<file path="src/rtl/rifl_pkg.sv">
// Shared RIFL definitions: frame headers, idle control code, frame-type and
// scheduler-state encodings.
package rifl_pkg;

  localparam logic [1:0] HDR_DATA  = 2'b01;
  localparam logic [1:0] HDR_CTRL  = 2'b10;
  localparam int unsigned CTRL_IDLE = '0;

  typedef enum logic [1:0] {FT_IDLE, FT_DATA, FT_CTRL} frame_type_e;
  typedef enum logic {ST_OFF, ST_RUN} state_e;

  // Idle frames reuse the control header with the reserved zero code.
  function automatic logic [1:0] frame_hdr(input frame_type_e ft);
    return (ft == FT_DATA) ? HDR_DATA : HDR_CTRL;
  endfunction

endpackage

</file>
<file path="src/rtl/rifl_frame_serializer.sv">
// Frame load/shift register: emits a FRAME_WIDTH frame MSB-first as
// FRAME_WIDTH/DWIDTH beats, with sof on beat 0 and a beat index.
module rifl_frame_serializer #(
  parameter int FRAME_WIDTH = 256,
  parameter int DWIDTH      = 64,
  localparam int BEATS      = FRAME_WIDTH / DWIDTH,
  localparam int BCW        = (BEATS > 1) ? $clog2(BEATS) : 1
) (
  input  logic                   clk,
  input  logic                   rst_n,
  input  logic                   load,
  input  logic                   advance,
  input  logic [FRAME_WIDTH-1:0] frame,
  output logic [DWIDTH-1:0]      beat,
  output logic                   sof,
  output logic [BCW-1:0]         bcnt
);
  import rifl_pkg::*;

  logic [FRAME_WIDTH-1:0] shreg;

  // shreg always holds the not-yet-emitted beats left-aligned; when neither
  // loading nor advancing the output bus is parked at zero.
  always_ff @(posedge clk) begin
    if (!rst_n) begin
      shreg <= '0;
      beat  <= '0;
      sof   <= 1'b0;
      bcnt  <= '0;
    end else if (load) begin
      shreg <= frame << DWIDTH;
      beat  <= frame[FRAME_WIDTH-1 -: DWIDTH];
      sof   <= 1'b1;
      bcnt  <= '0;
    end else if (advance) begin
      shreg <= shreg << DWIDTH;
      beat  <= shreg[FRAME_WIDTH-1 -: DWIDTH];
      sof   <= 1'b0;
      bcnt  <= bcnt + 1'b1;
    end else begin
      beat  <= '0;
      sof   <= 1'b0;
      bcnt  <= '0;
    end
  end

endmodule

</file>
<file path="src/rtl/rifl_tx_frame_sched.sv">
// RIFL TX frame scheduler: control > data > idle at each frame boundary.
// Optional statistics counters under RIFL_TX_SCHED_STATS_EN.
module rifl_tx_frame_sched #(
  parameter int FRAME_WIDTH = 256,
  parameter int DWIDTH      = 64,
  parameter int CRC_WIDTH   = 12,
  parameter int CTRL_W      = 8,
  localparam int PAYLOAD_W  = FRAME_WIDTH - 2 - CRC_WIDTH,
  localparam int BEATS      = FRAME_WIDTH / DWIDTH,
  localparam int BCW        = (BEATS > 1) ? $clog2(BEATS) : 1
) (
  input  logic                 clk,
  input  logic                 rst_n,
  input  logic                 tx_en,
  input  logic                 pause,
  input  logic [PAYLOAD_W-1:0] s_data,
  input  logic                 s_valid,
  output logic                 s_ready,
  input  logic                 ctrl_req,
  input  logic [CTRL_W-1:0]    ctrl_code,
  output logic                 ctrl_ack,
  output logic                 sof_out,
  output logic [DWIDTH-1:0]    data_out,
  output logic                 busy,
`ifdef RIFL_TX_SCHED_STATS_EN
  output logic [31:0]          stat_data,
  output logic [31:0]          stat_ctrl,
  output logic [31:0]          stat_idle,
`endif
  output logic [0:0]           dbg_state
);
  import rifl_pkg::*;

  localparam logic [0:0] S_OFF = ST_OFF;
  localparam logic [0:0] S_RUN = ST_RUN;

  logic [0:0]             state, state_nxt;
  logic [BCW-1:0]         bcnt;
  logic                   last_beat;
  logic                   decide;
  logic                   stop;
  logic                   advance;
  frame_type_e            ft;
  logic [PAYLOAD_W-1:0]   payload;
  logic [FRAME_WIDTH-1:0] frame;

  assign last_beat = (bcnt == BCW'(BEATS - 1));
  assign decide    = rst_n && tx_en && ((state == S_OFF) || last_beat);
  assign stop      = (state == S_RUN) && last_beat && !tx_en;
  assign advance   = (state == S_RUN) && !last_beat;

  always_comb begin
    ft = FT_IDLE;
    if (ctrl_req)
      ft = FT_CTRL;
    else if (s_valid && !pause)
      ft = FT_DATA;
  end

  // Handshake: s_valid/ctrl_req are levels held by the source; a transfer
  // happens only in the decision cycle, when s_ready or ctrl_ack is high,
  // and the source drops or advances on the following edge.
  assign ctrl_ack = decide && (ft == FT_CTRL);
  assign s_ready  = decide && (ft == FT_DATA);

  always_comb begin
    payload = PAYLOAD_W'(CTRL_IDLE);
    case (ft)
      FT_DATA: payload = s_data;
      FT_CTRL: payload = PAYLOAD_W'(ctrl_code) << (PAYLOAD_W - CTRL_W);
      default: payload = PAYLOAD_W'(CTRL_IDLE);
    endcase
  end

  assign frame = {frame_hdr(ft), payload, {CRC_WIDTH{1'b0}}};

  always_comb begin
    state_nxt = state;
    if (decide)
      state_nxt = S_RUN;
    else if (stop)
      state_nxt = S_OFF;
  end

  always_ff @(posedge clk) begin
    if (!rst_n) begin
      state <= S_OFF;
      busy  <= 1'b0;
    end else begin
      state <= state_nxt;
      busy  <= (state_nxt == S_RUN);
    end
  end

  assign dbg_state = state;

  rifl_frame_serializer #(
    .FRAME_WIDTH(FRAME_WIDTH),
    .DWIDTH     (DWIDTH)
  ) u_ser (
    .clk    (clk),
    .rst_n  (rst_n),
    .load   (decide),
    .advance(advance),
    .frame  (frame),
    .beat   (data_out),
    .sof    (sof_out),
    .bcnt   (bcnt)
  );

`ifdef RIFL_TX_SCHED_STATS_EN
  always_ff @(posedge clk) begin
    if (!rst_n) begin
      stat_data <= '0;
      stat_ctrl <= '0;
      stat_idle <= '0;
    end else if (decide) begin
      case (ft)
        FT_DATA: stat_data <= stat_data + 32'd1;
        FT_CTRL: stat_ctrl <= stat_ctrl + 32'd1;
        default: stat_idle <= stat_idle + 32'd1;
      endcase
    end
  end
`endif

endmodule

</file>
<file path="config.mk">
export PLATFORM = sky130hd
export DESIGN_NAME = rifl_tx_frame_sched
export DESIGN_NICKNAME = d
export VERILOG_FILES = /design/src/rtl/rifl_pkg.sv /design/src/rtl/rifl_frame_serializer.sv /design/src/rtl/rifl_tx_frame_sched.sv
export SDC_FILE = /design/constraint.sdc
export NUM_CORES = 1
export LEC_CHECK = 0
export CELL_PAD_IN_SITES_DETAIL_PLACEMENT = 0
export CELL_PAD_IN_SITES_GLOBAL_PLACEMENT = 2
export CORE_MARGIN = 2
export CORE_UTILIZATION = 27
export DETAILED_ROUTE_END_ITERATION = 10
export PLACE_DENSITY = 0.78
export SYNTH_ARGS = -nofsm -noshare
export SYNTH_HDL_FRONTEND = slang
export SYNTH_SLANG_ARGS = --single-unit
</file>
<file path="constraint.sdc">
create_clock -name clk -period 2.1 [get_ports clk]
set_input_delay 0.42 -clock clk [delete_from_list [all_inputs] [get_ports clk]]
set_output_delay 0.42 -clock clk [all_outputs]
set_load 0.01 [all_outputs]
</file>
==> metrics.cfg <==
[yosys]
ys_seq_area_share_pct = 53.5
synth.net_count = 1171
synthDistinctLibCells = 26
yosys_warnings = 0
synth_seq_cells = 248
synth_area_um2 = 9270
syn_inst = 914
avgSynthCellArea_um2 = 10.1

[setup_path]
slowest_stage = dfxtp_2
crit_family = simple AND/OR/NAND/NOR gates
reg2reg_depth = 7
path_class = reg2out
crit_path_max_fanout = 3
r2r-start = u_ser.bcnt[0]
endpoint_kind = primary output
critPathBufInv = 1
cp-startpoint = u_ser.bcnt[0]
crit_required_ns = 1.68
worstPathArrival_ns = 1.63
crit_chain = ha_4, nand2b_4, and3_4, and2_4, buf_2
critical_path.reg2reg.endpoint = u_ser.shreg[97]
max_stage_delay_ns = 0.34
crit_path_start_kind = flop
r2r_setup_slack_ns = 0.31

[power]
power_density_nw_per_um2 = 808
netSwitchingPower_mw = 2.67
ir_drop_mv = 0.570
pwr-share-seq_pct = 44.0
combPwrFrac_pct = 12.4
total_power_mw = 11.4
leakagePower_nw = 5.14
clkPwrFrac_pct = 43.6
p_int_mw = 8.71
p_sw_share_pct = 23.5

[cts]
numCtsBuffers = 29
cts-root-buf = clkbuf_16
postCtsHoldBufs = 0
htree_levels = 1
clk_pin_slew_ns = 0.06
insertion_delay_ns = 0.54
clk_path_buf_depth = 3
cts_sinks = 248
cts_tree = done

[route]
drt-total-wl_mm = 30.4
drt-wirelength-per-cell_um = 18.0
drtPass1Iterations = 4
drt_iter0_markers = 344
drc = 0
vias = 8124
viasPerCell = 4.81
ant_nets = 0

[sta]
slew_headroom_pct = 65.6
fin_crit_sh_pct = 97.4
setup_viol_count_final = 0
setup_ws_ns = 0.0545
finClkSkew_ns = 0.0151
min_period_ns = 2.05
report.final.slew_viol_count = 0
fin_worst_hold_slack_ns = 0.417
fmax_ghz = 0.489
hold_violations = 0
max_slew.worst_pin.slew_ns = 0.516

[global_route]
grt_first_pass_wirelength_mm = 47.0
antenna_found_initial = 1
gr-total-overflow = 0
grt_max_degree = 122
grt_pass1_vias = 8016
grt.total_usage_pct = 16.5

[floorplanning]
chipWidth_um = 189
die_area_um2 = 35800
fp.dieH_um = 189
io_pins = 325
start_util_pct = 27.5
core-area_um2 = 33700
placementRows = 67

[hold_path]
whs_path_depth = 3
whs_endpoint = u_ser.sof
hp-class = in2reg
hold_start = rst_n

[run_status]
status = complete, no violations

[cells_and_area]
area_growth_pct = 51.9
nets = 1476
stdcell_count = 1690
drive_gt1_share_pct = 12.2
fill_cells = 3300
post-route-util_pct = 41.8

[placement]
hpwl_mm = 21.1
pre_cts_slack_ns = -0.383
dp.cells = 1635
port-buffer-count = 324
gp_congestion = 0.754

[job]
drv_cap = 0

## registers in the layout (all words and copies together) (netlist names)
register / flops
u_ser.sof: 1
dbg_state: 1
u_ser.beat: 64
u_ser.bcnt: 2
u_ser.shreg: 180
## metal layers
layer / up-vias / global-route usage (%) / share of wire [%] / wire (um)
li1: 4048 / - / - / -
met1: 3821 / 21.5 / 44 / 13400
met2: 216 / 28.2 / 49 / 14800
met3: 39 / 3.15 / 5.7 / 1730
met4: 0 / 3.97 / 1.8 / 552
met5: - / 0 / 0 / 0
## kinds of logic after synthesis
family | count (synthesis) | synth area share [%]
compound gates | 369 | 32.0
flops | 248 | 53.5
simple gates | 192 | 8.22
fa+ha+maj | 1 | 0.135
buf+inv | 104 | 6.13
## timing repair
item,4_1_cts,5_1_grt
hold endpoints to repair,0,0
pin swaps,2,0
endpoints found under the setup margin,2,2
setup buffers,1,0
gates resized for setup,12,2
## cell usage after synthesis (all sizes together)
cell    number  area [um2]
and3         2        12.5
o21ai      116         581
nand2b       1        6.26
dfxtp      248        4960
and2         2        12.5
nor2b        1        6.26
and4         1        8.76
a21boi       1        7.51
a22o        70         613
a221oi     116        1270
o32ai        1        8.76
nor2       181         679
clkbuf      55         206
buf         47         354
a22oi       64         480
nor4bb       1        10.0
a21o         1        7.51
nor3b        1        18.8
inv          2        7.51
ha           1        12.5
nand2        2        7.51
## layout make-up
class / instances / area, um2 / share of cell area (%)
Inverter: 2 / 12.5 / 0.0888
Tap cell: 448 / 561 / 3.98
Clock inverter: 9 / 103 / 0.729
Sequential cell: 248 / 4970 / 35.3
Antenna cell: 1 / 2.50 / 0.0178
Multi-Input combinational cell: 562 / 3800 / 27.0
Clock buffer: 44 / 842 / 5.98
Timing Repair Buffer: 376 / 3800 / 27.0
## placed cells by master, fill, tap and decap left out, types with 2 or more instances in the layout
master,synthesis,routed
buf_4,3,39
buf_12,0,14
a22o_1,70,70
a221oi_2,40,40
a221oi_1,76,76
clkinv_2,0,5
buf_2,22,2
bufinv_16,0,2
nor2_1,181,181
clkbuf_8,0,6
dfxtp_1,248,247
a22oi_1,64,64
clkdlybuf4s50_1,0,321
clkbuf_16,0,29
clkbuf_1,55,9
inv_6,0,2
o21ai_0,116,116
## worst max path at each step
| stage | end | slack (ns) | depth (start not counted) |
|---|---|---|---|
| 2_1_floorplan | ctrl_ack | 0.33 | 6 |
| 3_3_place_gp | s_ready | -0.39 | 4 |
| 3_5_place_dp | s_ready | -0.38 | 4 |
| 4_1_cts | ctrl_ack | 0.006 | 5 |
| 5_1_grt | ctrl_ack | -0.0007 | 5 |
| 6_report | ctrl_ack | 0.05 | 5 |
## power by group through the flow
stage          Combinational, mW  Clock, mW  Sequential, mW
2_1_floorplan              0.607          0            5.10
3_3_place_gp                1.42          0            5.11
3_5_place_dp                1.43          0            5.11
4_1_cts                     1.43       5.12            5.01
5_1_grt                     1.55       5.34            5.03
6_report                    1.41       4.96            5.01
## stage by stage
stage | instance area (um2) | TNS, ns
5_1_grt | 14100 | -0.000747
6_report | 14100 | 0
3_3_place_gp | 13100 | -20.38
2_1_floorplan | 9270 | 0
3_5_place_dp | 13100 | -22.13
4_1_cts | 14100 | 0
## worst min-delay path, cell delays in order
cell and delay, ns:
buf_4 0.13, and3_4 0.19, buf_4 0.17
Note: power is estimated with default switching activity, not from simulation.
==> edit 1, RTL diff (same flow settings) <==
Register the output `dbg_state` once more, cleared by the reset; this adds one clock of latency there. The other outputs are not delayed to match.
--- a/src/rtl/rifl_tx_frame_sched.sv
+++ b/src/rtl/rifl_tx_frame_sched.sv
@@ -93,5 +93,11 @@
   end
 
-  assign dbg_state = state;
+  always_ff @(posedge clk) begin
+    if (!rst_n) begin
+      dbg_state <= '0;
+    end else begin
+      dbg_state <= state;
+    end
+  end
 
   rifl_frame_serializer #(
Check against the original RTL: not equivalent (a bounded check fails within 4 cycles, from zero or initial values and one cycle with rst_n low).
==> edit 1 against the original RTL <==
- the run now ends with negative setup slack left
- via count fell by 4.2%
- routed wire length increased by 3.7%
- combinational power fell by 6%
- final area shrank 3.0%
- worst setup slack worse by 110 ps
- sequential cell count up 1
- first-iteration DRC count up 38%
- area after synthesis fell by 5.8%
- power down 1.3%
==> edit 1: results (changes against the original RTL) <==
Outcome: finished, violations left (was completed)
Failing checks: negative setup slack
Initial DRC Count: 475 (was 344)
Layout cells sized above 1: 0.0919 (was 0.122)
Drt first pass iters: 5 (was 4)
Final wirelength: 31.5 mm (was 30.4 mm)
Layout fillers: 3028 (was 3300)
Largest cells by area after synthesis: dfxtp_1, a22o_1, a221oi_1, o21ai_0, nor2_1 (was dfxtp_1, nor2_1, a221oi_1, a22o_1, a221oi_2)
Syn Nets: 1099 (was 1171)
Syn Inst Count: 842 (was 914)
Post-synth cell types: 23 (was 26)
Final setup TNS: -65.1 ps (was 0 ps)
Routed WL per cell: 20.0 um (was 18.0 um)
Static Leak: 5.09 nW (was 5.14 nW)
Register area share after synthesis: 0.571 (was 0.535)
First-pass GRT wire length: 47.8 mm (was 47.0 mm)
Initial antenna violation count: 3 (was 1)
Worst setup margin: -58.3 ps (was 54.5 ps)
Worst Skew: 8.53 ps (was 15.1 ps)
Crit path max fanout: 2 (was 3)
Most frequent cells after synthesis: dfxtp_1, a22o_1, nor2_1, a221oi_1, o21ai_0 (was dfxtp_1, nor2_1, o21ai_0, a221oi_1, a22o_1)
GP Congestion: 0.852 (was 0.754)
R2r setup slk: 100 ps (was 310 ps)
Tightest Pin Transition: 611 ps (was 516 ps)
Dpl hpwl: 21.8 mm (was 21.1 mm)
Vias in the first global route: 7935 (was 8016)
Placed Instances: 1517 (was 1635)
Final Setup Violations: 2 (was 0)
Critical Path AT: 1740 ps (was 1630 ps)
==> edit 1: changes by cell type after synthesis, moves of 11 or more <==
cell	change
a22oi_1	-64
nor2_1	-64
buf_6	-11
a22o_1	+64
a221oi_2	-40
a221oi_1	+40
==> edit 1: power by group <==
group	leakage [nW]	internal, mW	switching [mW]	total (mW)
sequential	2.03	4.93	0.0980	5.02
clock	0.456	2.90	1.98	4.88
combinational	2.60	0.781	0.550	1.33
==> edit 1: final timing paths <==
path / to / cells after the start / from
setup / recovery: s_ready / 6 / u_ser.bcnt[0]
hold / removal: u_ser.shreg[186] / 4 / rst_n
setup reg to reg: u_ser.beat[28] / 10 / u_ser.bcnt[0]
hold reg to reg: u_ser.beat[62] / 1 / u_ser.shreg[254]
==> edit 1: routing by layer <==
metal  GRT usage  part of all wire  vias to the layer above
li1            -                 -                     3849
met1       0.245              0.46                     3675
met2       0.298              0.47                      202
met3      0.0256             0.042                       57
met4      0.0621             0.029                        0
met5           0                 0                        -
==> edit 1: final cells by class <==
class | instances | area share
sequential | 249 | 0.365
timing repair buffer | 372 | 0.280
multi-input combinational | 500 | 0.249
clock buffer | 45 | 0.0627
tap | 402 | 0.0368
clock inverter | 8 | 0.00495
antenna | 3 | 0.000550
inverter | 1 | 0.000458
==> edit 1: worst max-delay path, stage by stage, from the launching register on <==
cell	delay [ps]
dfxtp_2	340
ha_4	120
and2b_4	200
buf_8	120
nor3b_4	160
buf_6	140
buf_6	100
==> edit 1: repair_timing <==
action                     in CTS  in global routing
pin swaps                       2                  1
buffers inserted                4                  3
resized for setup              13                  3
setup endpoints to repair       2                  2
hold buffers                    0                  0
==> edit 1: cell families after synthesis <==
logic type	synth area share
adders and majority gates	0.00143
and+or+nand+nor	0.0619
DFF	0.571
AOI/OAI and AO/OA	0.320
buffers and inverters	0.0460
==> edit 1: per-stage QoR <==
stage / hold WS, ps / power [mW] / setup slack, ps / utilization
3_5_place_dp: 417 / 6.45 / -238 / 0.398
4_1_cts: 350 / 11.4 / -97.2 / 0.429
2_1_floorplan: 398 / 5.63 / 246 / -
6_report: 425 / 11.2 / -58.3 / 0.431
5_1_grt: 435 / 11.7 / -135 / 0.431
3_3_place_gp: 412 / 6.44 / -237 / 0.398
==> edit 2, RTL diff (same settings) <==
Without the edit above. Add a define of `RIFL_TX_SCHED_STATS_EN`.
--- a/src/rtl/rifl_tx_frame_sched.sv
+++ b/src/rtl/rifl_tx_frame_sched.sv
@@ -1,4 +1,6 @@
 // RIFL TX frame scheduler: control > data > idle at each frame boundary.
 // Optional statistics counters under RIFL_TX_SCHED_STATS_EN.
+`define RIFL_TX_SCHED_STATS_EN
+
 module rifl_tx_frame_sched #(
   parameter int FRAME_WIDTH = 256,
Check against the original RTL (old outputs only; new: stat_ctrl, stat_data and stat_idle): no difference found for any inputs over 4 cycles, from zero or initial values and one cycle with rst_n low; that may be too few to reach the edited logic, so the function may still have changed.
==> edit 2 against the original RTL <==
- the run now ends with negative setup slack left
- global-route usage grew 2.7 points
- power is 37% higher
- final area up 46%
- routed wire length rose by 66%
- clock power increased by 49%
- sequential power grew 35%
- area after synthesis rose by 42%
- critical path depth up 1
- sequential cell count up 96
- worst setup slack worse by 150 ps
- largest cell class unchanged
==> edit 2: results (changes against the original RTL) <==
GP Congestion: 0.802 (was 0.754)
Final Setup Violations: 7 (was 0)
Final wirelength: 50.5 mm (was 30.4 mm)
Metal2 WL: 23.7 mm (was 14.8 mm)
Syn Nets: 1694 (was 1171)
Signal buffers share of area: 0.263 (was 0.270)
Multi-input logic cell count: 948 (was 562)
Largest cells by area after synthesis: dfxtp_1, a22oi_1, nor2_1, a221oi_1, a22o_1 (was dfxtp_1, nor2_1, a221oi_1, a22o_1, a221oi_2)
Maximum vdd drop: 0.617 mV (was 0.570 mV)
Critical path's slowest cell: or4_4 (was dfxtp_2)
Register share of the cell area: 0.335 (was 0.353)
DP Worst Slack: -790 ps (was -383 ps)
Post-CTS setup buffer count: 2 (was 1)
GR Layer Usage met1: 0.243 (was 0.215)
Largest net degree at the start of global routing: 118 (was 122)
Multiplexer area fraction after synthesis: 0.00380 (was 0)
Worst setup margin: -91.1 ps (was 54.5 ps)
Static Leak: 7.44 nW (was 5.14 nW)
Layout fillers: 4659 (was 3300)
Outcome: finished, violations left (was completed)
Most frequent cells after synthesis: dfxtp_1, nor2_1, a22oi_1, clkbuf_1, nor3_1 (was dfxtp_1, nor2_1, o21ai_0, a221oi_1, a22o_1)
Drt first pass iters: 5 (was 4)
Compound-Gate Fraction of Synth Area: 0.196 (was 0.320)
Final core utilization: 0.430 (was 0.418)
Failing checks: negative setup slack
Dpl hpwl: 35.6 mm (was 21.1 mm)
Flops & latches, synth: 344 (was 248)
H-tree depth: 2 (was 1)
GRT Resource Usage Total: 0.193 (was 0.165)
## edit 2: power by group
part / internal, mW / switching [mW] / leakage, nW
logic: 0.768 / 0.623 / 3.94
clock network: 4.44 / 2.94 / 0.706
registers: 6.68 / 0.0922 / 2.79
total: 11.9 / 3.65 / 7.44
## edit 2: worst paths after layout
path,end,slack [ps],cells past startpoint
setup / recovery,stat_idle[20],-90,6
hold / removal,u_ser.shreg[230],400,3
setup reg to reg,stat_idle[20],-90,6
hold reg to reg,u_ser.bcnt[0],450,1
## edit 2: through the flow
step	power [mW]	setup TNS, ps	std cells
2_1_floorplan	7.42	-2190	1434
3_3_place_gp	8.31	-144530	2465
3_5_place_dp	8.31	-145310	2465
4_1_cts	15.8	-312	2544
5_1_grt	16.1	-874	2552
6_report	15.5	-462	2554
## edit 2: worst register-to-register path, stage by stage, from the launching register on
cell and delay, ps:
dfxtp_2 350, ha_4 150, nor2b_4 40, or3_4 380, or4_4 620, or4_4 440
a21oi_2 150
